**src/rtl/mem_stage_pkg.sv**
```systemverilog
// Shared types for the memory stage: FSM states, access sizes and pipeline payloads.
// MEM_MISALIGN_CHECK_EN adds the alignment helper used by the optional misalign trap.
package mem_stage_pkg;

  typedef enum logic [1:0] {
    IDLE,
    WAITING,
    OVER
  } mem_access_state_t;

  typedef enum logic [1:0] {
    MSIZE1 = 2'd0,
    MSIZE2 = 2'd1,
    MSIZE4 = 2'd2,
    MSIZE8 = 2'd3
  } msize_t;

  typedef struct packed {
    logic   mem_access;
    logic   mem_write;
    logic   mem_unsigned;
    msize_t msize;
    logic   reg_write;
    logic   misalign;
  } control_t;

  typedef struct packed {
    control_t    ctl;
    logic [63:0] rd;
    logic [63:0] aluout;
    logic        csr_we;
    logic [11:0] csr_addr;
    logic [63:0] csr_wdata;
    logic [4:0]  dst;
    logic [31:0] instr;
  } exec_data_t;

  typedef struct packed {
    control_t    ctl;
    logic [63:0] writedata;
    logic        csr_we;
    logic [11:0] csr_addr;
    logic [63:0] csr_wdata;
    logic [4:0]  dst;
    logic [31:0] instr;
  } mem_data_t;

  typedef struct packed {
    logic        valid;
    logic [4:0]  dst;
    logic [63:0] data;
  } fwd_data_t;

`ifdef MEM_MISALIGN_CHECK_EN
  // An access is aligned when the lane offset is a multiple of its size.
  function automatic logic is_misaligned(msize_t size, logic [2:0] lane);
    case (size)
      MSIZE1:  return 1'b0;
      MSIZE2:  return lane[0];
      MSIZE4:  return |lane[1:0];
      default: return |lane;
    endcase
  endfunction
`endif

endpackage

```
**src/rtl/mem_stage_align.sv**
```systemverilog
// Combinational lane logic: bus size code, store strobe/data placement and
// load data extraction with sign or zero extension.
module mem_align
  import mem_stage_pkg::*;
(
  input  msize_t      i_msize,
  input  logic        i_unsigned,
  input  logic [2:0]  i_lane,
  input  logic [63:0] i_store_data,
  input  logic [63:0] i_resp_data,
  output logic [2:0]  o_size,
  output logic [7:0]  o_strobe,
  output logic [63:0] o_store_data,
  output logic [63:0] o_load_data
);

  logic [5:0]  w_bit_shift;
  logic [7:0]  w_base_strobe;
  logic [63:0] w_resp_shifted;
  logic        w_sign;

  assign w_bit_shift    = {i_lane, 3'b000};
  assign o_size         = {1'b0, i_msize};
  assign w_resp_shifted = i_resp_data >> w_bit_shift;
  assign o_store_data   = i_store_data << w_bit_shift;
  assign o_strobe       = w_base_strobe << i_lane;

  always_comb begin
    w_base_strobe = 8'hFF;
    w_sign        = 1'b0;
    o_load_data   = w_resp_shifted;
    case (i_msize)
      MSIZE1: begin
        w_base_strobe = 8'h01;
        w_sign        = ~i_unsigned & w_resp_shifted[7];
        o_load_data   = {{56{w_sign}}, w_resp_shifted[7:0]};
      end
      MSIZE2: begin
        w_base_strobe = 8'h03;
        w_sign        = ~i_unsigned & w_resp_shifted[15];
        o_load_data   = {{48{w_sign}}, w_resp_shifted[15:0]};
      end
      MSIZE4: begin
        w_base_strobe = 8'h0F;
        w_sign        = ~i_unsigned & w_resp_shifted[31];
        o_load_data   = {{32{w_sign}}, w_resp_shifted[31:0]};
      end
      default: begin
        w_base_strobe = 8'hFF;
        o_load_data   = w_resp_shifted;
      end
    endcase
  end

endmodule

```
**src/rtl/mem_stage.sv**
```systemverilog
// Memory pipeline stage: issues data-bus requests, waits for the response and
// registers the result for writeback. MEM_MISALIGN_CHECK_EN enables the misalign trap.
module mem_stage
  import mem_stage_pkg::*;
(
  input  logic        i_clk,
  input  logic        i_rst_n,
  input  logic        i_in_valid,
  input  exec_data_t  i_in_data,
  input  logic        i_flush,
  output logic        o_dreq_valid,
  output logic [63:0] o_dreq_addr,
  output logic [2:0]  o_dreq_size,
  output logic [7:0]  o_dreq_strobe,
  output logic [63:0] o_dreq_data,
  input  logic        i_dresp_data_ok,
  input  logic [63:0] i_dresp_data,
  output logic        o_out_valid,
  output mem_data_t   o_out_data,
  output logic        o_stall,
  output fwd_data_t   o_fwd
);

  mem_access_state_t r_state;
  exec_data_t        r_pend;
  logic              r_flushed;
  logic              r_out_valid;
  mem_data_t         r_out_data;

  exec_data_t  w_src;
  logic        w_misalign;
  logic        w_req_new;
  logic        w_alu_new;
  logic        w_dreq_valid;
  logic [2:0]  w_size;
  logic [7:0]  w_strobe;
  logic [63:0] w_store_data;
  logic [63:0] w_load_data;
  mem_data_t   w_result;

  // While waiting, the request is rebuilt from the latched instruction so it stays stable.
  assign w_src = (r_state == IDLE) ? i_in_data : r_pend;

`ifdef MEM_MISALIGN_CHECK_EN
  assign w_misalign = i_in_data.ctl.mem_access &
                      is_misaligned(i_in_data.ctl.msize, i_in_data.aluout[2:0]);
`else
  assign w_misalign = 1'b0;
`endif

  assign w_req_new = i_rst_n && (r_state == IDLE) && i_in_valid && !i_flush &&
                     i_in_data.ctl.mem_access && !w_misalign;
  assign w_alu_new = i_in_valid && !i_flush && !i_in_data.ctl.mem_access;

  assign w_dreq_valid  = w_req_new || (r_state == WAITING);
  assign o_dreq_valid  = w_dreq_valid;
  assign o_stall       = w_dreq_valid;
  assign o_dreq_addr   = w_dreq_valid ? w_src.aluout : '0;
  assign o_dreq_size   = w_dreq_valid ? w_size : '0;
  assign o_dreq_strobe = (w_dreq_valid && w_src.ctl.mem_write) ? w_strobe : '0;
  assign o_dreq_data   = (w_dreq_valid && w_src.ctl.mem_write) ? w_store_data : '0;

  mem_align u_align (
    .i_msize      (w_src.ctl.msize),
    .i_unsigned   (w_src.ctl.mem_unsigned),
    .i_lane       (w_src.aluout[2:0]),
    .i_store_data (w_src.rd),
    .i_resp_data  (i_dresp_data),
    .o_size       (w_size),
    .o_strobe     (w_strobe),
    .o_store_data (w_store_data),
    .o_load_data  (w_load_data)
  );

  always_comb begin
    w_result           = '0;
    w_result.ctl       = w_src.ctl;
    w_result.csr_we    = w_src.csr_we;
    w_result.csr_addr  = w_src.csr_addr;
    w_result.csr_wdata = w_src.csr_wdata;
    w_result.dst       = w_src.dst;
    w_result.instr     = w_src.instr;
    if (!w_src.ctl.mem_access) begin
      w_result.writedata = w_src.aluout;
    end else if (!w_src.ctl.mem_write) begin
      w_result.writedata = w_load_data;
    end
  end

  always_ff @(posedge i_clk or negedge i_rst_n) begin
    if (!i_rst_n) begin
      r_state     <= IDLE;
      r_pend      <= '0;
      r_flushed   <= 1'b0;
      r_out_valid <= 1'b0;
      r_out_data  <= '0;
    end else begin
      case (r_state)
        IDLE: begin
          r_flushed   <= 1'b0;
          r_out_valid <= 1'b0;
          r_out_data  <= '0;
          if (w_req_new) begin
            r_pend <= i_in_data;
            if (i_dresp_data_ok) begin
              r_state     <= OVER;
              r_out_valid <= 1'b1;
              r_out_data  <= w_result;
            end else begin
              r_state <= WAITING;
            end
          end else if (w_alu_new) begin
            r_out_valid <= 1'b1;
            r_out_data  <= w_result;
          end
`ifdef MEM_MISALIGN_CHECK_EN
          else if (i_in_valid && !i_flush && w_misalign) begin
            r_out_valid            <= 1'b1;
            r_out_data             <= w_result;
            r_out_data.writedata   <= '0;
            r_out_data.ctl.misalign <= 1'b1;
          end
`endif
        end
        WAITING: begin
          // A flush seen at any point of the wait still lets the bus finish, but drops the result.
          if (i_flush) begin
            r_flushed <= 1'b1;
          end
          if (i_dresp_data_ok) begin
            r_state <= OVER;
            if (!(r_flushed || i_flush)) begin
              r_out_valid <= 1'b1;
              r_out_data  <= w_result;
            end
          end
        end
        OVER: begin
          r_state     <= IDLE;
          r_flushed   <= 1'b0;
          r_out_valid <= 1'b0;
          r_out_data  <= '0;
        end
        default: r_state <= IDLE;
      endcase
    end
  end

  assign o_out_valid = r_out_valid;
  assign o_out_data  = r_out_data;
  assign o_fwd.valid = r_out_valid & r_out_data.ctl.reg_write;
  assign o_fwd.dst   = r_out_data.dst;
  assign o_fwd.data  = r_out_data.writedata;

endmodule

```
**config.mk**
```make
export PLATFORM = sky130hd
export DESIGN_NAME = mem_stage
export DESIGN_NICKNAME = d
export VERILOG_FILES = /design/src/rtl/mem_stage_pkg.sv /design/src/rtl/mem_stage_align.sv /design/src/rtl/mem_stage.sv
export SDC_FILE = /design/constraint.sdc
export NUM_CORES = 1
export LEC_CHECK = 0
export BUFFER_PORTS_ARGS = -buffer_cell sky130_fd_sc_hd__buf_2
export CORE_MARGIN = 4
export CORE_UTILIZATION = 25
export CTS_CLUSTER_SIZE = 12
export DETAILED_ROUTE_END_ITERATION = 7
export HOLD_SLACK_MARGIN = 0.05
export PLACE_DENSITY = 0.44
export SLEW_MARGIN = 20
export SYNTH_ARGS = -nofsm -noshare
export SYNTH_HDL_FRONTEND = slang
export SYNTH_SLANG_ARGS = --single-unit
```
**constraint.sdc**
```tcl
create_clock -name i_clk -period 2.9 [get_ports i_clk]
set_clock_uncertainty 0.05 [all_clocks]
set_input_delay 0.29 -clock i_clk [delete_from_list [all_inputs] [get_ports i_clk]]
set_output_delay 0.29 -clock i_clk [all_outputs]
set_load 0.02 [all_outputs]
```
## After elaboration in Yosys (flattened, before gate mapping)

Index checks and enable logic that the tools add are counted.

| storage, ports and cells | value |
|---|---|
| logic and storage cells | 91 |
| input port bits | 318 |
| output and inout port bits | 397 |
| register bits | 438 |

| operators by class | value |
|---|---|
| equality and inequality tests | 8 |
| shift-type cells | 3 |
| reductions and logical operators | 20 |
| bitwise operators | 5 |
| muxes and demuxes | 27 |

Operator list:

| cell | number |
|---|---|
| 185-bit 2-to-1 mux | 5 |
| 185-bit case mux with 3 select lines | 1 |
| 64-bit 2-to-1 mux | 4 |
| 249-bit 2-to-1 mux | 1 |
| 64-bit case mux with 3 select lines | 1 |
| 64-bit by 6-bit << shifter with 64-bit output | 1 |
| 64-bit by 6-bit >> shifter with 64-bit output | 1 |
| 8-bit case mux with 3 select lines | 1 |
| 2-bit 2-to-1 mux | 4 |
| 8-bit 2-to-1 mux | 1 |
| 2-bit != test, second input constant | 4 |
| 8-bit by 3-bit << shifter with 8-bit output | 1 |
| 1-bit logical AND | 7 |
| 1-bit 2-to-1 mux | 6 |
| 2-bit AND reduction | 3 |
| 1-bit AND | 4 |
| 2-bit by 1-bit == test with 1-bit output, second input constant | 2 |
| 2-bit == test, second input constant | 2 |
| 2-bit logical NOT | 2 |
| 2-bit case mux with 2 select lines | 1 |
| 1-bit case mux with 3 select lines | 1 |
| 3-bit AND reduction | 1 |
| 3-bit nonzero test | 1 |
| 1-bit logical NOT | 2 |
| 5 further kinds | 6 |

## Depth between registers and ports, before layout

Gate-level depths: netlist (run 1).

| logic depth | value |
|---|---|
| depth in word-level cells | 10 |
| mapped depth | 13 |
| gate-level depth less buffers | 8 |

## By module

Synthesis (run 1) repeated with hierarchy kept, for this count alone.

| unflattened totals | value |
|---|---|
| cell total of the unflattened synthesis | 2339 |
| area total of the unflattened synthesis | 25488.2 um2 |

Modules (own cells, without submodules):

| module | times used | sequential area each (um2) | cells an instance | area each (um2) |
|---|---|---|---|---|
| mem_stage | 1 | 10960.5 | 1752 | 20922.6 |
| mem_align | 1 | 0.0 | 587 | 4565.6 |

## Worst setup path before layout (run 1)

Ideal clock, no wire load.

| timing path | value |
|---|---|
| path kind | reg2out |
| from | register r_state[1] |
| to | output port o_dreq_data[53] |
| cell stages (with the launch flop) | 10 |
| data arrival time | 2725 ps |
| buffers on the path | 4 |
| data required time | 2560 ps |
| slack | -165 ps |
| path through | dfrtp_1 -> inv_1 -> ha_1 -> buf_4 -> mux2i_2 -> buf_2 -> buf_2 -> clkbuf_1 -> a21oi_1 -> a211oi_1 |

| on the way | value |
|---|---|
| word-level cells in the longest chain between the ends | 8 |
| elaborated cells on any way between the ends | 11 |
| classes of those cells | eq/ne: 1; shift: 1; mux: 2; reduce/logical: 7 |

Ends and longest elaborated chain:

| item | line | text |
|---|---|---|
| start: declaration | mem_stage.sv:24 | `mem_access_state_t r_state;` |
| start signal: assignment | mem_stage.sv:92 | `r_state <= IDLE;` |
| start signal: assignment | mem_stage.sv:106 | `r_state <= OVER;` |
| start signal: assignment | mem_stage.sv:110 | `r_state <= WAITING;` |
| branches (longest 7 deep; another with 249-bit 2-to-1 mux) | n/a |  |
| 64-bit 2-to-1 mux * | mem_stage.sv:61 | `assign o_dreq_data = (w_dreq_valid && w_src.ctl.mem_write) ? w_store_data : '0;` |
| end: declaration | mem_stage.sv:15 | `output logic [63:0] o_dreq_data,` |

Mark *: on every way between the ends.

## Worst setup path in the final report (run 1)

| timing path | value |
|---|---|
| from | register r_state[0] |
| to | output port o_dreq_data[59] |

The elaborated chain is that of the path after synthesis.

==> results.toml, run 1 <==
[status]
status = "finished with violations"
violations = "setup timing"

[clocking]
path_clk_slew_ns = 0.07
insertion_delay_ns = 0.60
numClockSinks = 438
tritoncts = "done"
numCtsBuffers = 54
cts_root_buf = "clkbuf_16"
cts_max_level = 2
ctsLongestPathBuffers = 3

[floorplanning]
ios = 715
core_um2 = 95200
die_area_um2 = 101000
start_util = 0.252
rows = 113
fp.dieH_um = 318
die_width_um = 318

[final_layout]
regArea_um2 = 11000
multi_input_area_um2 = 13000
fillers = 9516
area_delta_synth_final_pct = 53.4
nets = 3696
layout.cells.non_filler = 4691
layout-drive-gt1-share = 0.456

[setup_path]
worstReg2RegEnd = "o_fwd[61]$_DFFE_PN0P_"
start_kind = "flop"
cp_top_family = "buffers and inverters"
path_class = "flop to primary output"
worstSetupEndpointType = "primary output"
cpMostUsedCell = "buf_12"
crit_arrival_ns = 2.78
required_ns = 2.56
cp_cell_sequence = "inv_2 -> ha_4 -> buf_12 -> mux2i_4 -> buf_12 -> mux2i_1 -> buf_4 -> a21oi_4 -> a211oi_4 -> buf_6"
path_buf_inv = 5
r2r_slack_ns = 0
crit_slowest_cell = "dfrtp_1"
timing.rr.start = "r_state[0]$_DFFE_PN0P_"
critPathMaxStageDelay_ns = 0.39
reg2reg_depth = 13
critPathMaxFanout = 8

[drt]
via_per_inst = 4.78
first_pass_iters = 5
first_iter_violations = 1417
ant_nets = 0
wl_mm = 107
drc = 0
vias = 22400
avgRoutedWirePerCell_um = 22.8

[synthesis]
synth.distinct_cells = 56
ys_ff_latch = 438
syn_avg_cell_area_um2 = 10.2
synth_area_um2 = 24000
synthArstFlopShare = 1.00
synth_edf_count = 0
syn_inst = 2356
synth_nets = 2678
ys.warnings.count = 0
yosys_most_used_dff = "dfrtp_1"
synth-seq-area-share = 0.456

[placed_design]
place.detailed.hpwl_mm = 75.9
port_buffers = 713
gp_congestion = 0.873
placedCellCount = 4264

[min_path]
min_to = "o_fwd[60]$_DFFE_PN0P_"
holdCritStartpoint = "i_dresp_data[60]"
hold_depth = 3
hold_class = "primary input to flop"

[sta]
period_needed_ns = 3.12
slew_violations = 0
fmax_mhz = 321
timing.final.ws_setup_ns = -0.219
period_share = 1.08
setup_violations = 72
relSlewSlack = 0.493
grt_setup_unrepaired = "yes"
tightest_slew_ns = 0.761
hold_viol_final = 0
holdWs_ns = 0.102
finalSetupTns_ns = -7.80

[pwr]
power_density_nw_per_um2 = 957
ir_drop_uv = 489
p_leak_nw = 18.2
p_total_mw = 35.3

[grt]
track_usage = 0.200
grt_pass1_vias = 22800
antenna_found_initial = 17
grt_overflow = 0
grt_pass1_wl_mm = 156
grt_max_degree = 115

[job]
maxCapViolCount = 0
cells in the mapped netlist (all sizes together), types with 18 or more instances:
master	n	area, um^2
mux2i	289	2900
mux2	294	3310
o221ai	35	307
a211oi	45	338
nor2	172	646
o21ai	172	861
nand3	22	110
a21oi	110	562
nand2	325	1220
dfrtp	438	11000
clkbuf	114	428
buf	143	875
nor3	24	120
a31oi	18	113
per-stage QoR:
| stage | setup slack (ns) | instance area, um^2 | util |
|---|---|---|---|
| 2_1_floorplan | 0.0000948 | 24100 | - |
| 3_3_place_gp | 0.0101 | 29900 | 0.314 |
| 3_5_place_dp | 0.0141 | 29900 | 0.314 |
| 4_1_cts | -0.212 | 35800 | 0.376 |
| 5_1_grt | -0.315 | 36900 | 0.387 |
| 6_report | -0.219 | 36900 | 0.387 |
tightest hold or removal path: cells and delay by family:
| kind | cells | cell delay (ns) |
|---|---|---|
| compound gates | 2 | 0.28 |
| buf+inv | 1 | 0.15 |
layer usage:
metal	wire (um)	vias to the layer above	global-route usage
met5	61	-	0
met1	46700	11100	0.261
met3	6960	139	0.0494
met4	2420	10	0.0477
met2	50800	721	0.332
li1	-	10400	-
cell type report:
| type | instances | share of cell area |
|---|---|---|
| well taps | 1265 | 0.0429 |
| repair buffers | 1219 | 0.255 |
| diodes | 9 | 0.000611 |
| inverters | 8 | 0.000815 |
| multi-input cells | 1653 | 0.353 |
| flip-flops and latches | 438 | 0.297 |
| clock inverters | 27 | 0.00930 |
| clock buffers | 72 | 0.0412 |
worst max-delay path by stage:
stage,start,end,slack [ns],cells after the start
2_1_floorplan,r_state[1]$_DFFE_PN0P_,o_dreq_data[53],0.00009,9
3_3_place_gp,r_state[1]$_DFFE_PN0P_,o_fwd[1]$_DFFE_PN0P_,0.01,10
3_5_place_dp,r_state[1]$_DFFE_PN0P_,o_fwd[10]$_DFFE_PN0P_,0.01,10
4_1_cts,r_state[0]$_DFFE_PN0P_,o_dreq_data[49],-0.21,10
5_1_grt,r_state[0]$_DFFE_PN0P_,o_dreq_data[59],-0.31,10
6_report,r_state[0]$_DFFE_PN0P_,o_dreq_data[59],-0.22,10
kinds of logic (layout without fill, tap and decap cells):
group,Yosys count,after routing,share of synthesized area
simple gates,598,598,0.102
fa+ha+maj,4,4,0.00208
buf+inv,265,1326,0.0555
mux,590,590,0.265
other cells,1,10,0.000156
flops,438,438,0.456
compound gates,460,460,0.119
flip-flops by register name (all words and copies together), names as in the netlist:
register,flops
o_out_data,116
o_out_valid,1
r_pend,249
o_fwd,69
r_state,2
r_flushed,1
what timing repair did:
item | 4_1_cts | 5_1_grt
pin swaps | 47 | 44
endpoints found under the hold margin | 512 | 0
gates resized for setup | 257 | 144
endpoints found under the setup margin | 138 | 148
setup buffers | 24 | 23
hold buffers | 253 | 0
gates cloned | 11 | 10
placed cells by master, fill, tap and decap left out, types with 10 or more instances in the layout:
| cell | netlist | layout |
|---|---|---|
| dlygate4sd3_1 | 0 | 253 |
| a21oi_2 | 0 | 19 |
| dfrtp_1 | 438 | 437 |
| o21ai_0 | 172 | 153 |
| or3_1 | 12 | 10 |
| nor2_4 | 0 | 12 |
| mux2i_2 | 3 | 26 |
| nor2_1 | 172 | 153 |
| a211oi_4 | 0 | 10 |
| buf_2 | 48 | 655 |
| buf_16 | 0 | 10 |
| o221ai_1 | 35 | 34 |
| mux2i_1 | 286 | 251 |
| clkinv_2 | 0 | 15 |
| buf_6 | 1 | 42 |
| a31oi_1 | 18 | 14 |
| buf_4 | 72 | 194 |
| nand3_1 | 22 | 21 |
| and3_1 | 16 | 10 |
| a211o_1 | 10 | 10 |
| clkbuf_16 | 0 | 64 |
| a211oi_2 | 0 | 30 |
| buf_12 | 0 | 48 |
| o22ai_1 | 17 | 14 |
| nor2b_1 | 17 | 16 |
| mux2_2 | 294 | 285 |
| nor3_1 | 24 | 11 |
| mux2i_4 | 0 | 12 |
| nand2_1 | 325 | 312 |
| a21oi_1 | 109 | 84 |
power by group:
group / internal (mW) / switching (mW)
Combinational: 8.39 / 9.93
Sequential: 8.37 / 1.43
Clock: 4.30 / 2.87
Total: 21.1 / 14.2
No activity file was read; power rests on OpenSTA's default activity.
==> run 2: changes to the inputs <==
Settings changed: ABC_AREA set to 1.
==> run 2 against run 1 <==
  * The run still ends with setup timing left
  * Largest power group unchanged
  * Total power is 38% higher
  * Via count is 20% higher
  * Register-to-register slack better by 0.07 ns
  * Critical endpoint is now o_dreq_data[5]
  * Synthesized cell count is 44% higher
  * Final cell count is 22% higher
  * Sequential power hardly changed
  * Maximum frequency is 2.2% lower
  * Highest routed layer unchanged
==> results.toml, run 2 <==
[drt]
ant_nets = 0
avgRoutedWirePerCell_um = 21.4
wl_mm = 122
drc = 0
first_pass_iters = 6
first_iter_violations = 2126
via_per_inst = 4.68
vias = 26800

[synthesis]
synthArstFlopShare = 1.00
synth_edf_count = 0
ys.warnings.count = 0
yosys_most_used_dff = "dfrtp_1"
synth_area_leaders = "dfrtp_1, nand2_1, o21ai_0"
synth_top_family_by_area = "simple AND/OR/NAND/NOR gates"
syn_avg_cell_area_um2 = 7.21
yosysTopAreaCell = "dfrtp_1"
synthTopCellsByCount = "nand2_1, o21ai_0, dfrtp_1, inv_1, clkbuf_1"
synth_xor_area_frac = 0
synth.distinct_cells = 39
synth-seq-area-share = 0.447
synth_nets = 3726
synth_area_um2 = 24500
synth_mux_area_frac = 0.0294
synth.most_common_cell = "nand2_1"
synth_adder_area_share = 0.00204
ys_ff_latch = 438
syn_inst = 3404
synth-simple-area-share = 0.237
synth-compound-area-share = 0.179
synth_top_area_share = 0.447

[clocking]
numCtsBuffers = 55
cts_root_buf = "clkbuf_16"
cts_max_level = 2
insertion_delay_ns = 0.66
tritoncts = "done"
ctsLongestPathBuffers = 3
numClockSinks = 438
path_clk_slew_ns = 0.06

[grt]
grt_overflow = 0
track_usage = 0.217
grt_pass1_wl_mm = 170
grt_max_degree = 173
grt_pass1_vias = 25900
antenna_found_initial = 32

[final_layout]
top_register = "r_pend"
fillers = 9852
layout.cells.non_filler = 5730
area_delta_synth_final_pct = 60.7
nets = 4717
largest_reg_flops = 249
regArea_um2 = 11000
multi_input_area_um2 = 13300
layout-drive-gt1-share = 0.323
mostFrequentLayoutCell = "nand2_1"
final_cell_mix = "nand2_1, buf_2, o21ai_0, dfrtp_1, dlygate4sd3_1"

[pwr]
p_total_mw = 48.8
power_density_nw_per_um2 = 1240
ir_drop_uv = 889
p_leak_nw = 19.5

[setup_path]
cpMostUsedCell = "nor2_4"
path_class = "flop to primary output"
critPathMaxStageDelay_ns = 0.36
start_kind = "flop"
required_ns = 2.56
worstSetupEndpointType = "primary output"
cp_cell_sequence = "inv_2 -> ha_4 -> buf_12 -> inv_12 -> or2_1 -> o21ai_4 -> nor2_4 -> inv_2 -> nor2_4 -> clkinv_4 -> nor2_4 -> inv_4 -> nor2_1 -> buf_4"
crit_slowest_cell = "dfrtp_1"
critPathMaxFanout = 13
crit_arrival_ns = 2.85

[sta]
hold_viol_final = 0
tightest_slew_ns = 0.910
setup_violations = 138
period_needed_ns = 3.19
period_share = 1.10
relSlewSlack = 0.394
timing.final.ws_setup_ns = -0.290
fmax_mhz = 314
finalSetupTns_ns = -19.60
grt_setup_unrepaired = "yes"
slew_violations = 0

[floorplanning]
fp.dieH_um = 321
die_width_um = 321
start_util = 0.253
rows = 114
ios = 715
core_um2 = 97000
die_area_um2 = 103000

[placed_design]
port_buffers = 713
gp_congestion = 0.917
placedCellCount = 5208
place.detailed.hpwl_mm = 78.4
post-place-ws_ns = -0.109

[status]
status = "finished with violations"
violations = "setup timing"

[min_path]
hold_class = "primary input to flop"

[job]
maxCapViolCount = 0
## run 2: cell count changes after synthesis, moves of 23 or more
cell	change
mux2_2	-294
nor3_1	-23
nor2_1	-28
a211oi_1	-40
inv_1	+234
mux2i_1	-214
o221ai_1	-35
clkbuf_1	+37
nand2_1	+919
o211ai_1	+44
o21ai_0	+427
o21ai_1	+23
nand3_1	+56
## run 2: layout make-up
| type | instances | area share |
|---|---|---|
| Antenna cell | 20 | 0.00127 |
| Clock buffer | 79 | 0.0405 |
| Clock inverter | 17 | 0.00403 |
| Inverter | 250 | 0.0251 |
| Multi-Input combinational cell | 2405 | 0.338 |
| Sequential cell | 438 | 0.278 |
| Tap cell | 1276 | 0.0405 |
| Timing Repair Buffer | 1245 | 0.273 |
## run 2: critical path, delay by kind of cell, from the launching register on
family,cells,cell delay (ns)
flip-flops,1,0.36
adder cells (fa/ha/maj),1,0.18
buffers and inverters,7,0.82
AO/OA/AOI/OAI,1,0.10
AND/OR/NAND/NOR,5,0.73
## run 2: through the flow
step	hold slack [ns]	area [um^2]	util
5_1_grt	0.127	39400	0.406
4_1_cts	0.0598	36500	0.376
3_5_place_dp	0.407	29500	0.304
2_1_floorplan	-0.0556	24500	-
3_3_place_gp	0.398	29500	0.304
6_report	0.127	39400	0.406
## run 2: power by group
| group | switching [mW] | internal, mW |
|---|---|---|
| Sequential | 1.39 | 8.60 |
| Combinational | 19.3 | 12.6 |
| Clock | 2.96 | 3.90 |
## run 2: worst paths after layout
kind	cells after the start	to	from	slack, ns
max reg2reg	21	o_fwd[49]$_DFFE_PN0P_	r_state[1]$_DFFE_PN0P_	0.07
max	14	o_dreq_data[5]	r_state[1]$_DFFE_PN0P_	-0.29
min in group asynchronous	3	r_pend[204]$_DFFE_PN0P_	i_rst_n	0.27
max in group asynchronous	4	r_pend[38]$_DFFE_PN0P_	i_rst_n	1.19
min reg2reg	2	r_pend[173]$_DFFE_PN0P_	r_pend[173]$_DFFE_PN0P_	0.42
min	6	o_fwd[2]$_DFFE_PN0P_	i_dresp_data[2]	0.13
## run 2: layer usage
metal,wire length [um],GRT usage
met5,78,0
met4,4310,0.0722
met3,8610,0.0508
met2,57400,0.355
met1,52000,0.283
## run 2: cell families (layout without fill, tap and decap cells)
family | count (synthesis) | in the layout
and+or+nand+nor | 1495 | 1498
AOI/OAI and AO/OA | 830 | 830
buffers and inverters | 564 | 1591
DFF | 438 | 438
muxes | 72 | 72
adders and majority gates | 4 | 4
other | 1 | 21
## run 2: what timing repair did
item                                   4_1_cts  5_1_grt
gates resized for setup                    451      512
buffers inserted                            55       53
hold buffers                               258        0
cloned                                      23       26
pin swaps                                   36       77
endpoints found under the hold margin      502        0
setup endpoints to repair                  137      191
==> run 3: changes to the inputs <==
Settings changed: SETUP_SLACK_MARGIN set to 0.4, SYNTH_HIERARCHICAL set to 1.
==> run 3 against run 2 <==
  * The run still ends with setup timing left
  * Worst setup slack worse by 0.029 ns
  * Sequential power is 7% higher
  * Via count up 9.9%
  * Total power increased by 1.8%
  * Die area rose by 7.5%
  * Sequential share of layout area decreased by 1.7 points
  * Global-route usage grew 0.64 points
  * Clock-buffer cell count rose by 2
  * Design area rose by 6.6%
  * Area after synthesis up 7.7%
  * Highest routed layer unchanged
==> results.toml, run 3 <==
[status]
status = "finished with violations"
violations = "setup timing"

[placed_design]
dpl_cell_area_um2 = 31900
port_buffers = 713
gp_congestion = 0.937
place.detailed.hpwl_mm = 88.5

[final_layout]
final_cell_mix = "nand2_1, buf_2, dfrtp_1, inv_1, o21ai_0"
layout-drive-gt1-share = 0.322
top_register = "r_pend"
nets = 5170
area_delta_synth_final_pct = 59.1
design_area_um2 = 42000
mostFrequentLayoutCell = "nand2_1"
largest_reg_flops = 249

[floorplanning]
die_area_um2 = 111000
fp.dieH_um = 333
ios = 715
core_um2 = 104000
start_util = 0.253
die_width_um = 333
rows = 118

[setup_path]
worstSetupEndpointType = "primary output"
r2r_slack_ns = 0.03
worstSetupEndpoint = "o_dreq_data[48]"
timing.rr.start = "r_state[0]$_DFFE_PN0P_"
path_class = "flop to primary output"
required_ns = 2.56
start_kind = "flop"
startpoint = "r_state[0]$_DFFE_PN0P_"
crit_arrival_ns = 2.88
reg2reg_depth = 16
worstReg2RegEnd = "o_fwd[34]$_DFFE_PN0P_"
critPathMaxFanout = 41

[synthesis]
yosys_most_used_dff = "dfrtp_1"
syn_inst = 3870
ys.warnings.count = 6
ys_ff_latch = 438
synthTopCellsByCount = "nand2_1, o21ai_0, inv_1, dfrtp_1, nand3_1"
synth_area_um2 = 26400
synth_edf_count = 0
synth-seq-area-share = 0.415
synth_top_area_share = 0.415
synth.distinct_cells = 31
synthArstFlopShare = 1.00
yosysTopAreaCell = "dfrtp_1"
synth_nets = 4193
synth.most_common_cell = "nand2_1"
syn_avg_cell_area_um2 = 6.83
synth_area_leaders = "dfrtp_1, nand2_1, o21ai_0"

[pwr]
p_sw_mw = 24.3
p_leak_nw = 21.3
seq_power_share = 0.215
switching_share = 0.489
ir_drop_uv = 801
power_density_nw_per_um2 = 1180
combPwrFrac = 0.636
intPower_mw = 25.4
power_frac_clock = 0.149

[job]
maxCapViolCount = 0

[min_path]
hold_class = "primary input to flop"

[clocking]
cts_root_buf = "clkbuf_16"
ctsLongestPathBuffers = 3
numClockSinks = 438
insertion_delay_ns = 0.64
cts_max_level = 2
tritoncts = "done"
numCtsBuffers = 55
path_clk_slew_ns = 0.06

[sta]
finalSetupTns_ns = -18.43
period_needed_ns = 3.22
hold_viol_final = 0
relSlewSlack = 0.385
slew_violations = 0
period_share = 1.11
setup_violations = 125
timing.final.ws_setup_ns = -0.319
grt_setup_unrepaired = "yes"
tightest_slew_ns = 0.922
fmax_mhz = 311

[grt]
grt_pass1_wl_mm = 189
track_usage = 0.224
antenna_found_initial = 24
busiest_layer = "met2"
grt_overflow = 0
use_met3 = 0.0390
grt_max_degree = 187
met2_usage = 0.387
grt_use_met1 = 0.282
grt_pass1_vias = 28300

[drt]
wl_mm = 137
first_pass_iters = 7
avgRoutedWirePerCell_um = 21.8
drc = 0
ant_nets = 0
first_iter_violations = 1905
vias = 29500
via_per_inst = 4.69
-- run 3: cell count changes after synthesis, moves of 92 or more --
| cell | before | now |
|---|---|---|
| o21ai_1 | 23 | 167 |
| nand2_1 | 1244 | 1336 |
| a21oi_1 | 115 | 17 |
| inv_1 | 241 | 448 |
| o21ai_0 | 599 | 449 |
| nand3_1 | 78 | 336 |
-- run 3: worst max-delay path, cell delays in order, from the launching register on --
cell     delay, ns
dfrtp_1       0.39
inv_2         0.08
ha_4          0.26
o21ai_4       0.10
inv_2         0.23
buf_12        0.27
nand2_1       0.12
nand3_1       0.15
o21ai_1       0.14
o21ai_1       0.14
inv_1         0.08
nor2_4        0.08
buf_2         0.17
-- run 3: how the worst min path moves through the flow --
stage                                from                    endpoint  slack [ns]  depth (start not counted)
2_1_floorplan                     i_rst_n        o_fwd[0]$_DFFE_PN0P_       -0.06                          0
3_3_place_gp      r_pend[248]$_DFFE_PN0P_     r_pend[248]$_DFFE_PN0P_        0.41                          1
3_5_place_dp   o_out_data[44]$_DFFE_PN0P_  o_out_data[44]$_DFFE_PN0P_        0.41                          2
4_1_cts                  i_dresp_data[59]       o_fwd[59]$_DFFE_PN0P_        0.14                          7
5_1_grt                  i_dresp_data[59]       o_fwd[59]$_DFFE_PN0P_        0.20                          7
6_report                       i_in_valid       o_fwd[60]$_DFFE_PN0P_        0.20                          7
-- run 3: cells by family (layout without fill, tap and decap cells) --
logic type | after synthesis | count (layout) | share of synthesized area
buffers and inverters | 809 | 1832 | 0.147
AO/OA/AOI/OAI | 678 | 678 | 0.132
other | 1 | 13 | 0.000142
adder cells (fa/ha/maj) | 5 | 5 | 0.00237
multiplexers | 23 | 23 | 0.00872
flip-flops | 438 | 438 | 0.415
AND/OR/NAND/NOR | 1916 | 1916 | 0.294
-- run 3: metrics by stage --
stage	hold slack [ns]	power [mW]	worst slack (ns)	utilization	instances
after detailed placement	0.410	33.9	0.172	0.306	5750
after CTS	0.135	45.9	-0.354	0.373	6192
after global placement	0.409	34.0	0.179	0.306	5750
after floorplan	-0.0556	25.7	0.326	-	3870
final	0.204	49.7	-0.319	0.403	6285
after global routing	0.198	52.7	-0.439	0.403	6281
-- run 3: area by class of cell --
| cell class | count | area, um^2 |
|---|---|---|
| Sequential cell | 438 | 11000 |
| Clock buffer | 81 | 1650 |
| Timing Repair inverter | 5 | 65.1 |
| Timing Repair Buffer | 1270 | 11500 |
| Tap cell | 1380 | 1730 |
| Multi-Input combinational cell | 2623 | 14100 |
| Fill cell | 10700 | 62200 |
| Clock inverter | 22 | 285 |
| Inverter | 454 | 1770 |
| Antenna cell | 12 | 30.0 |
-- run 3: layer usage --
layer  share of wire  up-vias
met5         0.00084        -
met4           0.039       16
met3           0.054      235
met2            0.50     1021
met1            0.41    14100
li1                -    14100
-- run 3: timing repair --
item	in CTS	in global routing
setup endpoints to repair	227	228
pin swaps	54	76
hold endpoints to repair	404	0
gates cloned	28	35
setup buffers	60	46
hold buffers	251	0
resized for setup	432	562
-- run 3: power by group through the flow --
stage               Sequential (mW)  Combinational, mW  Clock [mW]
global placement               10.7               23.2           0
CTS                            10.7               27.5        7.67
global route                   11.0               33.8        7.89
finish                         10.7               31.6        7.42
detailed placement             10.7               23.2           0
floorplan                      11.6               14.1           0
